--- src/rtl/uart_rx_pkg.sv ---
// Shared types and timing helpers for the UART RX frame sequencer.
package uart_rx_pkg;

  typedef enum logic [2:0] {
    IDLE   = 3'd0,
    START  = 3'd1,
    DATA   = 3'd2,
    PARITY = 3'd3,
    STOP   = 3'd4
  } rx_state_e;

  localparam int BIT_CNT_W = 4;

  // First oversample edge at which the sampler's majority vote is stable.
  function automatic int chk_edge(input int prescale);
    return prescale / 2 + 2;
  endfunction

  function automatic int last_edge(input int prescale);
    return prescale - 1;
  endfunction

endpackage

--- src/rtl/uart_rx_edge_bit_cnt.sv ---
// Oversample-edge and bit-index counters; edge wraps LAST->0 and bumps the bit index.
module uart_rx_edge_bit_cnt
  import uart_rx_pkg::*;
#(
  parameter int PRESCALE = 8,
  parameter int EDGE_W   = $clog2(PRESCALE)
) (
  input  logic                 clk,
  input  logic                 rst,
  input  logic                 en,
  input  logic                 clr,
  output logic [EDGE_W-1:0]    edge_cnt,
  output logic [BIT_CNT_W-1:0] bit_cnt
);

  localparam logic [EDGE_W-1:0] LAST_E = EDGE_W'(last_edge(PRESCALE));

  logic [EDGE_W-1:0]    edge_q, edge_d;
  logic [BIT_CNT_W-1:0] bit_q, bit_d;

  // Next-count logic: clear on frame exit or while disabled, otherwise count with wrap.
  always_comb begin
    edge_d = edge_q;
    bit_d  = bit_q;
    if (clr || !en) begin
      edge_d = '0;
      bit_d  = '0;
    end else if (edge_q == LAST_E) begin
      edge_d = '0;
      bit_d  = bit_q + 4'd1;
    end else begin
      edge_d = edge_q + EDGE_W'(1);
    end
  end

  // Counter registers.
  always_ff @(posedge clk or posedge rst) begin
    if (rst) begin
      edge_q <= '0;
      bit_q  <= '0;
    end else begin
      edge_q <= edge_d;
      bit_q  <= bit_d;
    end
  end

  assign edge_cnt = edge_q;
  assign bit_cnt  = bit_q;

endmodule

--- src/rtl/uart_rx_ctrl.sv ---
// UART RX frame-sequencing FSM: decodes checker strobes from state and counters.
// Optional saturating error-frame counter enabled by UART_RX_FRAME_ERR_CNT_EN.
module uart_rx_ctrl
  import uart_rx_pkg::*;
#(
  parameter int PRESCALE   = 8,
  parameter int DATA_WIDTH = 8
) (
  input  logic                        clk,
  input  logic                        rst,
  input  logic                        rx_in,
  input  logic                        par_en,
  input  logic                        strt_glitch,
  input  logic                        par_err,
  input  logic                        stp_err,
  output logic [$clog2(PRESCALE)-1:0] edge_cnt,
  output logic [3:0]                  bit_cnt,
  output logic                        dat_samp_en,
  output logic                        deser_en,
  output logic                        strt_chk_en,
  output logic                        par_chk_en,
  output logic                        stp_chk_en,
  output logic                        data_valid,
  output logic [7:0]                  frame_err_cnt
);

  localparam int EW = $clog2(PRESCALE);
  localparam logic [EW-1:0] CHK_E  = EW'(chk_edge(PRESCALE));
  localparam logic [EW-1:0] CHK1_E = EW'(chk_edge(PRESCALE) + 1);
  localparam logic [EW-1:0] LAST_E = EW'(last_edge(PRESCALE));
  localparam logic [3:0]    LAST_DATA_BIT = 4'(DATA_WIDTH);

  rx_state_e state_q, state_d;
  logic      par_en_q, par_en_d;
  logic      par_sticky_q, par_sticky_d;
  logic      stp_cap_q, stp_cap_d;
  logic      data_valid_q, data_valid_d;
  logic      cnt_clr, err_evt, at_chk, at_chk1, at_last, stp_bad;

  uart_rx_edge_bit_cnt #(
    .PRESCALE (PRESCALE),
    .EDGE_W   (EW)
  ) u_cnt (
    .clk      (clk),
    .rst      (rst),
    .en       (state_q != IDLE),
    .clr      (cnt_clr),
    .edge_cnt (edge_cnt),
    .bit_cnt  (bit_cnt)
  );

  assign at_chk  = (edge_cnt == CHK_E);
  assign at_chk1 = (edge_cnt == CHK1_E);
  assign at_last = (edge_cnt == LAST_E);
  // With small PRESCALE the stop result arrives on LAST itself, so use it live then.
  assign stp_bad = at_chk1 ? stp_err : stp_cap_q;

  // Next-state, flag capture and frame-accept decode.
  always_comb begin
    state_d      = state_q;
    par_en_d     = par_en_q;
    par_sticky_d = par_sticky_q;
    stp_cap_d    = stp_cap_q;
    data_valid_d = 1'b0;
    cnt_clr      = 1'b0;
    err_evt      = 1'b0;
    case (state_q)
      IDLE: begin
        if (!rx_in) begin
          state_d  = START;
          par_en_d = par_en;
        end else begin
          state_d  = IDLE;
        end
      end
      START: begin
        if (at_last) begin
          state_d = strt_glitch ? IDLE : DATA;
          cnt_clr = strt_glitch;
          err_evt = strt_glitch;
        end else begin
          state_d = START;
        end
      end
      DATA: begin
        if (at_last && (bit_cnt == LAST_DATA_BIT)) begin
          state_d = par_en_q ? PARITY : STOP;
        end else begin
          state_d = DATA;
        end
      end
      PARITY: begin
        par_sticky_d = at_chk1 ? (par_sticky_q | par_err) : par_sticky_q;
        state_d      = at_last ? STOP : PARITY;
      end
      STOP: begin
        stp_cap_d = at_chk1 ? stp_err : stp_cap_q;
        if (at_last) begin
          data_valid_d = !stp_bad && !par_sticky_q;
          err_evt      = stp_bad || par_sticky_q;
          state_d      = IDLE;
          cnt_clr      = 1'b1;
          par_sticky_d = 1'b0;
          stp_cap_d    = 1'b0;
        end else begin
          state_d = STOP;
        end
      end
      default: begin
        state_d = IDLE;
        cnt_clr = 1'b1;
      end
    endcase
  end

  // FSM state and captured frame flags.
  always_ff @(posedge clk or posedge rst) begin
    if (rst) begin
      state_q      <= IDLE;
      par_en_q     <= 1'b0;
      par_sticky_q <= 1'b0;
      stp_cap_q    <= 1'b0;
      data_valid_q <= 1'b0;
    end else begin
      state_q      <= state_d;
      par_en_q     <= par_en_d;
      par_sticky_q <= par_sticky_d;
      stp_cap_q    <= stp_cap_d;
      data_valid_q <= data_valid_d;
    end
  end

  assign dat_samp_en = (state_q != IDLE);
  assign strt_chk_en = (state_q == START)  && at_chk;
  assign deser_en    = (state_q == DATA)   && at_chk;
  assign par_chk_en  = (state_q == PARITY) && at_chk;
  assign stp_chk_en  = (state_q == STOP)   && at_chk;
  assign data_valid  = data_valid_q;

`ifdef UART_RX_FRAME_ERR_CNT_EN
  logic [7:0] ferr_q, ferr_d;

  // Saturating error-frame count.
  always_comb begin
    if (err_evt && (ferr_q != 8'hFF)) begin
      ferr_d = ferr_q + 8'd1;
    end else begin
      ferr_d = ferr_q;
    end
  end

  // Error-frame counter register; only reset clears it.
  always_ff @(posedge clk or posedge rst) begin
    if (rst) begin
      ferr_q <= 8'd0;
    end else begin
      ferr_q <= ferr_d;
    end
  end

  assign frame_err_cnt = ferr_q;
`else
  logic unused_err_evt;
  assign unused_err_evt = err_evt;
  assign frame_err_cnt  = 8'd0;
`endif

endmodule

--- config.mk ---
export PLATFORM = sky130hd
export DESIGN_NAME = uart_rx_ctrl
export DESIGN_NICKNAME = d
export VERILOG_FILES = /design/src/rtl/uart_rx_pkg.sv /design/src/rtl/uart_rx_edge_bit_cnt.sv /design/src/rtl/uart_rx_ctrl.sv
export SDC_FILE = /design/constraint.sdc
export NUM_CORES = 1
export LEC_CHECK = 0
export CELL_PAD_IN_SITES_DETAIL_PLACEMENT = 0
export CELL_PAD_IN_SITES_GLOBAL_PLACEMENT = 2
export CORE_UTILIZATION = 25
export DETAILED_ROUTE_END_ITERATION = 8
export PLACE_DENSITY = 0.76
export SETUP_SLACK_MARGIN = 0.4
export SLEW_MARGIN = 40
export SYNTH_ARGS = -nofsm -noshare
export SYNTH_HDL_FRONTEND = slang
export SYNTH_HIERARCHICAL = 1
export SYNTH_SLANG_ARGS = --single-unit
--- constraint.sdc ---
create_clock -name clk -period 1.6 [get_ports clk]
set_clock_uncertainty 0.05 [all_clocks]
set_input_delay 0.32 -clock clk [delete_from_list [all_inputs] [get_ports clk]]
set_output_delay 0.32 -clock clk [all_outputs]
set_load 0.05 [all_outputs]
==> flow_summary.json <==
{
  "wl_per_cell_microns": 12.9,
  "die_w_microns": 58.5,
  "ys_top_cells_by_count": "dfrtp_1 (13), buf_4 (8), inv_1 (8)",
  "clk_latency_ns": 0.27,
  "status": "finished with violations",
  "fmax_ghz": 0.571,
  "worst-endpoint-arrival_ns": 1.38,
  "grt_usage_pct": 14.8,
  "end_kind": "primary output",
  "grt_start_max_net_pins": 8,
  "fp.coreArea_sq_um": 3050,
  "vias": 774,
  "p_per_area_nw_per_um2": 1680,
  "die_h_microns": 58.5,
  "totalWireLength_microns": 2280,
  "holdBufCountCts": 0,
  "critPathMaxFanout": 4,
  "area_delta_synth_final_pct": 102,
  "path_clk_slew_ns": 0.08,
  "root_buffer": "clkbuf_4",
  "synth.top_cell.area_share_pct": 40.8,
  "period_minus_slack_ns": 1.75,
  "synth_most_common_cell": "dfrtp_1",
  "crit_slowest_cell": "dfrtp_2",
  "worstHoldPathType": "in2async",
  "drt-pass1-iter-count": 3,
  "cts_tree": "built",
  "gp_congestion": 0.795,
  "maxCapViolations": 0,
  "synth_area_sq_um": 798,
  "async_flop_share_pct": 100,
  "grt_pass1_vias": 819,
  "cts.path.max_buffers": 2,
  "drc_errors": 0,
  "io_pins": 28,
  "final_layout_size_suffix_gt1_share_pct": 62.4,
  "postSynthAreaPerCell_sq_um": 9.62,
  "slowest_delay_ns": 0.45,
  "viasPerCell": 4.37,
  "cp-startpoint": "state_q[0]",
  "final_core_util_pct": 52.8,
  "antenna_found_initial": 0,
  "hpwl_microns": 1460,
  "nNetsFinal": 144,
  "initial_core_util_pct": 26.1,
  "synth-edff-count": 0,
  "worst-endpoint-required_ns": 1.23,
  "grt_pass1_wl_microns": 3760,
  "layout_setup_ws_ns": -0.151,
  "crit_family": "flip-flops",
  "dp_slack_ns": -0.00321,
  "path_cells": "buf_4 -> nor4_4 -> buf_12",
  "fin_crit_sh_pct": 109,
  "ant_nets": 0,
  "ys_seq_area_share_pct": 40.8,
  "hold_viol": 0,
  "synthCells": 83,
  "ys.warnings.count": 6,
  "ys_seq_elements": 13,
  "htree_levels": 1,
  "overflow": 0,
  "maxSlewViolCount": 0,
  "antenna_cells": 0,
  "cts_buffers": 3,
  "rsz0062_at_grt": "true",
  "drt-initial-drc-count": 8,
  "dieArea_sq_um": 3420,
  "cp-start-kind": "flop",
  "num_rows": 20,
  "yosys.cell_types.count": 31,
  "yosys.area.top_type": "dfrtp_1",
  "reg2reg_from": "u_cnt/edge_cnt[0]",
  "setup_viol": 12,
  "worstSetupPathType": "reg2out",
  "cp_num_buf_inv": 2,
  "violations": "negative setup slack",
  "numClockSinks": 13,
  "power_leakage_uw": 0.000686,
  "ys.flop_type": "dfrtp_1",
  "synth_area_leaders": "dfrtp_1 (41%), buf_4 (7.5%), ha_1 (4.7%)",
  "vdd_drop_max_mv": 1.05,
  "port_buffers": 19
}
==> through the flow <==
step	std cells	TNS [ns]	hold slack, ns	total power (uW)	cell area, sq um
after CTS	169	-0.995	0.237	2500	1500
after global routing	177	-1.99	0.256	2870	1610
final	177	-0.984	0.237	2710	1610
after floorplan	90	-1.20	0.0610	1380	910
after detailed placement	151	-0.00321	0.418	1980	1290
after global placement	151	-0.00362	0.414	1960	1290
==> final timing paths <==
| check | cells past startpoint | slack [ns] | endpoint |
|---|---|---|---|
| min | 2 | 0.24 | par_en_q |
| max in group asynchronous | 2 | 1.01 | u_cnt/edge_cnt[1] |
| max | 3 | -0.15 | deser_en |
| max reg2reg | 7 | -0.09 | u_cnt/bit_cnt[3] |
| min reg2reg | 1 | 0.54 | data_valid |
| min in group clk | 1 | 0.54 | data_valid |
==> worst reg2reg max path, delay by kind of cell (launching register included) <==
family	cells	cell delay, ns
AOI/OAI and AO/OA	2	0.21
buffers and inverters	2	0.24
DFF	1	0.40
muxes	1	0.12
and+or+nand+nor	2	0.60
==> flip-flops by register name, indices dropped and copies added (netlist names) <==
register,flops
par_en_q,1
data_valid,1
u_cnt/edge_cnt,3
u_cnt/bit_cnt,4
state_q,3
par_sticky_q,1
==> layout by cell type (no fill, tap or decap), types with 3 or more instances in the layout <==
cell / netlist / final
buf_6: 0 / 11
buf_12: 0 / 14
nand2_1: 6 / 3
buf_4: 8 / 19
dfrtp_2: 0 / 10
clkbuf_4: 0 / 3
conb_1: 1 / 8
a21oi_2: 0 / 3
nand3b_1: 4 / 4
clkdlybuf4s50_1: 0 / 6
inv_1: 8 / 7
dfrtp_1: 13 / 3
nor4_4: 0 / 4
==> power breakdown <==
part,total [uW],switching (uW),internal [uW]
combinational,1930,951,976
sequential,581,135,446
clock,202,105,96.6
total,2710,1190,1520
==> cell families after synthesis <==
family / count (synthesis) / share of synthesized area (%)
AO/OA/AOI/OAI: 13 / 11.9
AND/OR/NAND/NOR: 31 / 25.4
flip-flops: 13 / 40.8
multiplexers: 2 / 2.51
other: 1 / 0.470
buffers and inverters: 19 / 13.2
XOR/XNOR: 1 / 1.10
adder cells (fa/ha/maj): 3 / 4.70
==> area by class of cell <==
class                           count  area [sq um]
Tap cell                           44          55.1
Inverter                            8          33.8
Clock buffer                        4          26.3
Fill cell                         285          1440
Multi-Input combinational cell     58           552
Timing Repair Buffer               50           607
Sequential cell                    13           338
==> metal layers <==
| metal | part of all wire (%) | global-route usage (%) | up-vias |
|---|---|---|---|
| li1 | - | - | 376 |
| met1 | 40 | 17.1 | 375 |
| met2 | 54 | 26.1 | 19 |
| met3 | 4.6 | 2.64 | 4 |
| met4 | 0.83 | 7.82 | 0 |
| met5 | 0 | 0 | - |
==> timing repair <==
item	4_1_cts	5_1_grt
resized for setup	23	10
pin swaps	12	11
buffers inserted	14	8
setup endpoints to repair	26	26
No activity file was read; power rests on OpenSTA's default activity.
==> variant 1: new RTL, same settings <==
`PRESCALE` is set to 8 in 2 places; all go to 4.
--- a/src/rtl/uart_rx_edge_bit_cnt.sv
+++ b/src/rtl/uart_rx_edge_bit_cnt.sv
@@ -2,7 +2,7 @@
 module uart_rx_edge_bit_cnt
   import uart_rx_pkg::*;
 #(
-  parameter int PRESCALE = 8,
+  parameter int PRESCALE = 4,
   parameter int EDGE_W   = $clog2(PRESCALE)
 ) (
   input  logic                 clk,
--- a/src/rtl/uart_rx_ctrl.sv
+++ b/src/rtl/uart_rx_ctrl.sv
@@ -3,7 +3,7 @@
 module uart_rx_ctrl
   import uart_rx_pkg::*;
 #(
-  parameter int PRESCALE   = 8,
+  parameter int PRESCALE   = 4,
   parameter int DATA_WIDTH = 8
 ) (
   input  logic                        clk,
Ports: changed (resized edge_cnt); port bits go from 28 to 27. The function was not compared with the original's and may differ.
==> variant 1 against the unedited design <==
  * The flow still finishes with violations (setup timing)
  * Power shrank 12%
  * Hold slack gained 22 ps
  * Sequential cell count is the same
  * Setup slack lost 97 ps
  * Sequential power grew 4.0%
  * Critical path depth grew 1
  * Combinational power shrank 18%
  * Design area shrank 13%
  * Area after synthesis grew 0.47%
  * Routed wire length shrank 13%
  * Critical path type unchanged
==> variant 1: results <==
outcome:
  status: "finished with violations"
  violations: "setup timing"
synthesis:
  yosysWarnings: 6
  synth_flop_cell: "dfrtp_1"
  synth_cell_types: 34
  synth_fa_ha_area_frac: 0.0312
  synth_mux_area_frac: 0.0390
  synth_compound_area_frac: 0.112
  synthTopCellsByArea: "dfrtp_1 (41%), buf_4 (7.5%), a21oi_1 (3.7%), ha_1 (3.1%), and4b_2 (2.8%)"
  synth-xor-area-share: 0.0109
  synth_common_cells: "dfrtp_1 (13), buf_4 (8), a21oi_1 (6), inv_1 (6), nor2_1 (5)"
  ys_seq_area_frac: 0.406
routing:
  wl_per_cell_um: 11.9
  wl_met2_um: 979
  wirelength_met1_um: 896
  dr.pass1.iters: 4
  via_per_inst: 4.42
  met3WireLength_um: 83
  drt_iter0_drc: 11
grt:
  grtUsageTotal: 0.128
  grt_pass1_vias: 729
  use_met3: 0.0198
  grt_use_met1: 0.162
  grt_pass1_wl_um: 3260
  grt_max_degree: 12
  met2_usage: 0.212
final_layout:
  drive_gt1_frac: 0.549
  nNetsFinal: 132
  antenna_cells: 0
  n_fill_cell: 301
placement:
  gp_congestion: 0.714
  portBuffers: 18
  dp_slack_ps: -51.0
  hpwlAfterDp_um: 1410
power_and_ir_drop:
  vdd_drop_max_v: 0.000935
  p_leak_nw: 0.602
cts:
  clk_pin_slew_ps: 80
worst_setup_path:
  r2r_cells: 6
  crit_path_end: "dat_samp_en"
  cpMaxStageDelayCell: "or3_4"
  critPathTopFamily: "buffers and inverters"
  startpoint: "state_q[1]$_DFF_PP0_"
  r2r_slack_ps: 50
  cp_slowest_stage_delay_ps: 400
  cp_max_fo: 5
  crit_arrival_ps: 1480
timing:
  timing.hold.ws_ps: 259
  fin_ws_ps: -248
  setup-violations-final: 5
## variant 1: cell type report
class | instances | share of cell area
Clock buffer | 4 | 0.0187
Multi-Input combinational cell | 62 | 0.364
Tap cell | 44 | 0.0391
Timing Repair Buffer | 37 | 0.322
Sequential cell | 13 | 0.240
Inverter | 6 | 0.0160
## variant 1: power breakdown
group,switching (W),internal [W]
Sequential,0.000149,0.000455
Combinational,0.000820,0.000767
Clock,0.000107,0.0000965
## variant 1: through the flow
stage                     utilization  cell area [sq um]  cells  setup TNS, ps
after floorplan                     -                901     93           -550
after global placement          0.402               1230    153          -59.1
after detailed placement        0.402               1230    153           -198
after CTS                       0.428               1310    158           -930
after global routing            0.461               1410    166          -1280
final                           0.461               1410    166          -1040
## variant 1: repair_timing
item                                    4_1_cts  5_1_grt
pin swaps                                     7        5
endpoints found under the setup margin       25       25
buffers inserted                              1        7
endpoints found under the hold margin         0        0
gates cloned                                  0        1
gates resized for setup                      16       10
hold buffers                                  0        0
==> variant 2: new RTL, same settings <==
Without the edit above. The 5 states of `rx_state_e` get a one-hot encoding in 5 bits.
--- a/src/rtl/uart_rx_pkg.sv
+++ b/src/rtl/uart_rx_pkg.sv
@@ -1,12 +1,12 @@
 // Shared types and timing helpers for the UART RX frame sequencer.
 package uart_rx_pkg;
 
-  typedef enum logic [2:0] {
-    IDLE   = 3'd0,
-    START  = 3'd1,
-    DATA   = 3'd2,
-    PARITY = 3'd3,
-    STOP   = 3'd4
+  typedef enum logic [4:0] {
+    IDLE   = 5'b00001,
+    START  = 5'b00010,
+    DATA   = 5'b00100,
+    PARITY = 5'b01000,
+    STOP   = 5'b10000
   } rx_state_e;
 
   localparam int BIT_CNT_W = 4;
Behaviour: same outputs for any inputs over 10 cycles, from zero or initial values and one cycle with rst high; not proved beyond that.
==> variant 2 against the unedited design <==
  * The flow still finishes with violations (setup timing)
  * Power fell by 21%
  * Setup slack got worse by 200 ps
  * Combinational power fell by 30%
  * Non-clock buffer count rose by 16
  * Routed wire length rose by 32%
  * Area after synthesis rose by 9.4%
  * Global-route usage rose by 2.6 points
  * Cell count rose by 15%
  * Sequential cell count rose by 2
  * Design area rose by 17%
  * Largest cell class unchanged
  * Largest power group unchanged
==> variant 2: results <==
routing:
  vias: 943
  drt_iter0_drc: 21
  dr.pass1.iters: 4
  wl_per_cell_um: 14.9
grt:
  grtUsageTotal: 0.174
  grt_max_degree: 9
  antenna_found_initial: 0
  grt_pass1_wl_um: 4720
  grt_pass1_vias: 986
synthesis:
  synth_cell_types: 37
  yosysWarnings: 6
  async_flop_share: 1.00
  ys_seq_area_frac: 0.431
  synth_common_cells: "dfrtp_1 (14), nor2_1 (14), buf_4 (8)"
  synthTopCellsByArea: "dfrtp_1 (40%), buf_4 (6.9%), nor2_1 (6.0%), nand3b_1 (5.2%), ha_1 (4.3%)"
  yosys.area.top_type_share: 0.401
final_layout:
  drive_gt1_frac: 0.650
  largest_reg_flops: 5
  antenna_cells: 0
  nNetsFinal: 168
  n_fill_cell: 300
worst_setup_path:
  critPathTopFamily: "buffers and inverters"
  cp_slowest_stage_delay_ps: 470
  cp_max_fo: 4
  crit_arrival_ps: 2110
power_and_ir_drop:
  vdd_drop_max_v: 0.000520
  p_leak_nw: 0.847
timing:
  setup_tns_ps: -3780
  fin_ws_ps: -353
  slew_viol_final: 0
  setup-violations-final: 16
outcome:
  status: "finished with violations"
  violations: "setup timing"
placement:
  hpwlAfterDp_um: 1590
  gp_congestion: 0.772
  dpl_cell_area_sq_um: 1350
cts:
  cts.htree.levels: 1
  clk_pin_slew_ps: 90
  clock_path_buffers: 2
  root_buffer: "clkbuf_4"
## variant 2: kinds of logic after synthesis
group / after synthesis / share of synthesized area
other cells: 1 / 0.00429
simple gates: 35 / 0.232
flops: 15 / 0.431
compound gates: 14 / 0.122
fa+ha+maj: 3 / 0.0430
xor+xnor: 2 / 0.0201
buf+inv: 15 / 0.100
mux: 4 / 0.0473
## variant 2: worst register-to-register path, delay by kind of cell, from the launching register on
family                    cells  cell delay (ps)
buffers and inverters         7              740
DFF                           1              470
AOI/OAI and AO/OA             3              430
xor gates and xnor gates      1              200
## variant 2: metal layers
layer	up-vias	global-route usage	wire length [um]
met5	-	0	0
met1	464	0.210	1160
met4	0	0.101	96
li1	438	-	-
met3	8	0.0231	120
met2	33	0.298	1640
## variant 2: layout make-up
class / instances / area share
tap: 46 / 0.0306
timing repair buffer: 66 / 0.409
multi-input combinational: 66 / 0.329
sequential: 15 / 0.205
clock buffer: 4 / 0.0140
inverter: 6 / 0.0120
## variant 2: worst paths after layout
kind | to | depth (start not counted) | slack (ps) | start
max | state_q[0]$_DFF_PP1_ | 11 | -350 | state_q[3]$_DFF_PP0_
min reg2reg | data_valid$_DFF_PP0_ | 1 | 430 | par_sticky_q$_DFFE_PP0P_
min in group clk | data_valid$_DFF_PP0_ | 1 | 430 | par_sticky_q$_DFFE_PP0P_
max in group asynchronous | state_q[0]$_DFF_PP1_ | 2 | 940 | rst
max reg2reg | state_q[0]$_DFF_PP1_ | 11 | -350 | state_q[3]$_DFF_PP0_
min | u_cnt/bit_cnt[2]$_DFFE_PP0P_ | 2 | 240 | rst
## variant 2: stage by stage
step | util | hold WS [ps] | worst slack, ps | cells
5_1_grt | 0.563 | 274 | -437 | 203
2_1_floorplan | - | 73.1 | -551 | 96
3_5_place_dp | 0.406 | 375 | -178 | 167
3_3_place_gp | 0.406 | 372 | -175 | 167
4_1_cts | 0.504 | 249 | -291 | 192
6_report | 0.563 | 243 | -353 | 203
## variant 2: timing repair
action                     4_1_cts  5_1_grt
gates resized for setup         33       28
hold endpoints to repair         0        0
pin swaps                       10       13
setup endpoints to repair       28       28
setup buffers                   21       11
## variant 2: where the power goes
| group | leakage, nW | total (W) | switching (W) | internal, W |
|---|---|---|---|---|
| logic | 0.641 | 0.00135 | 0.000606 | 0.000742 |
| registers | 0.190 | 0.000570 | 0.000115 | 0.000455 |
| clock network | 0.0150 | 0.000222 | 0.000125 | 0.0000966 |
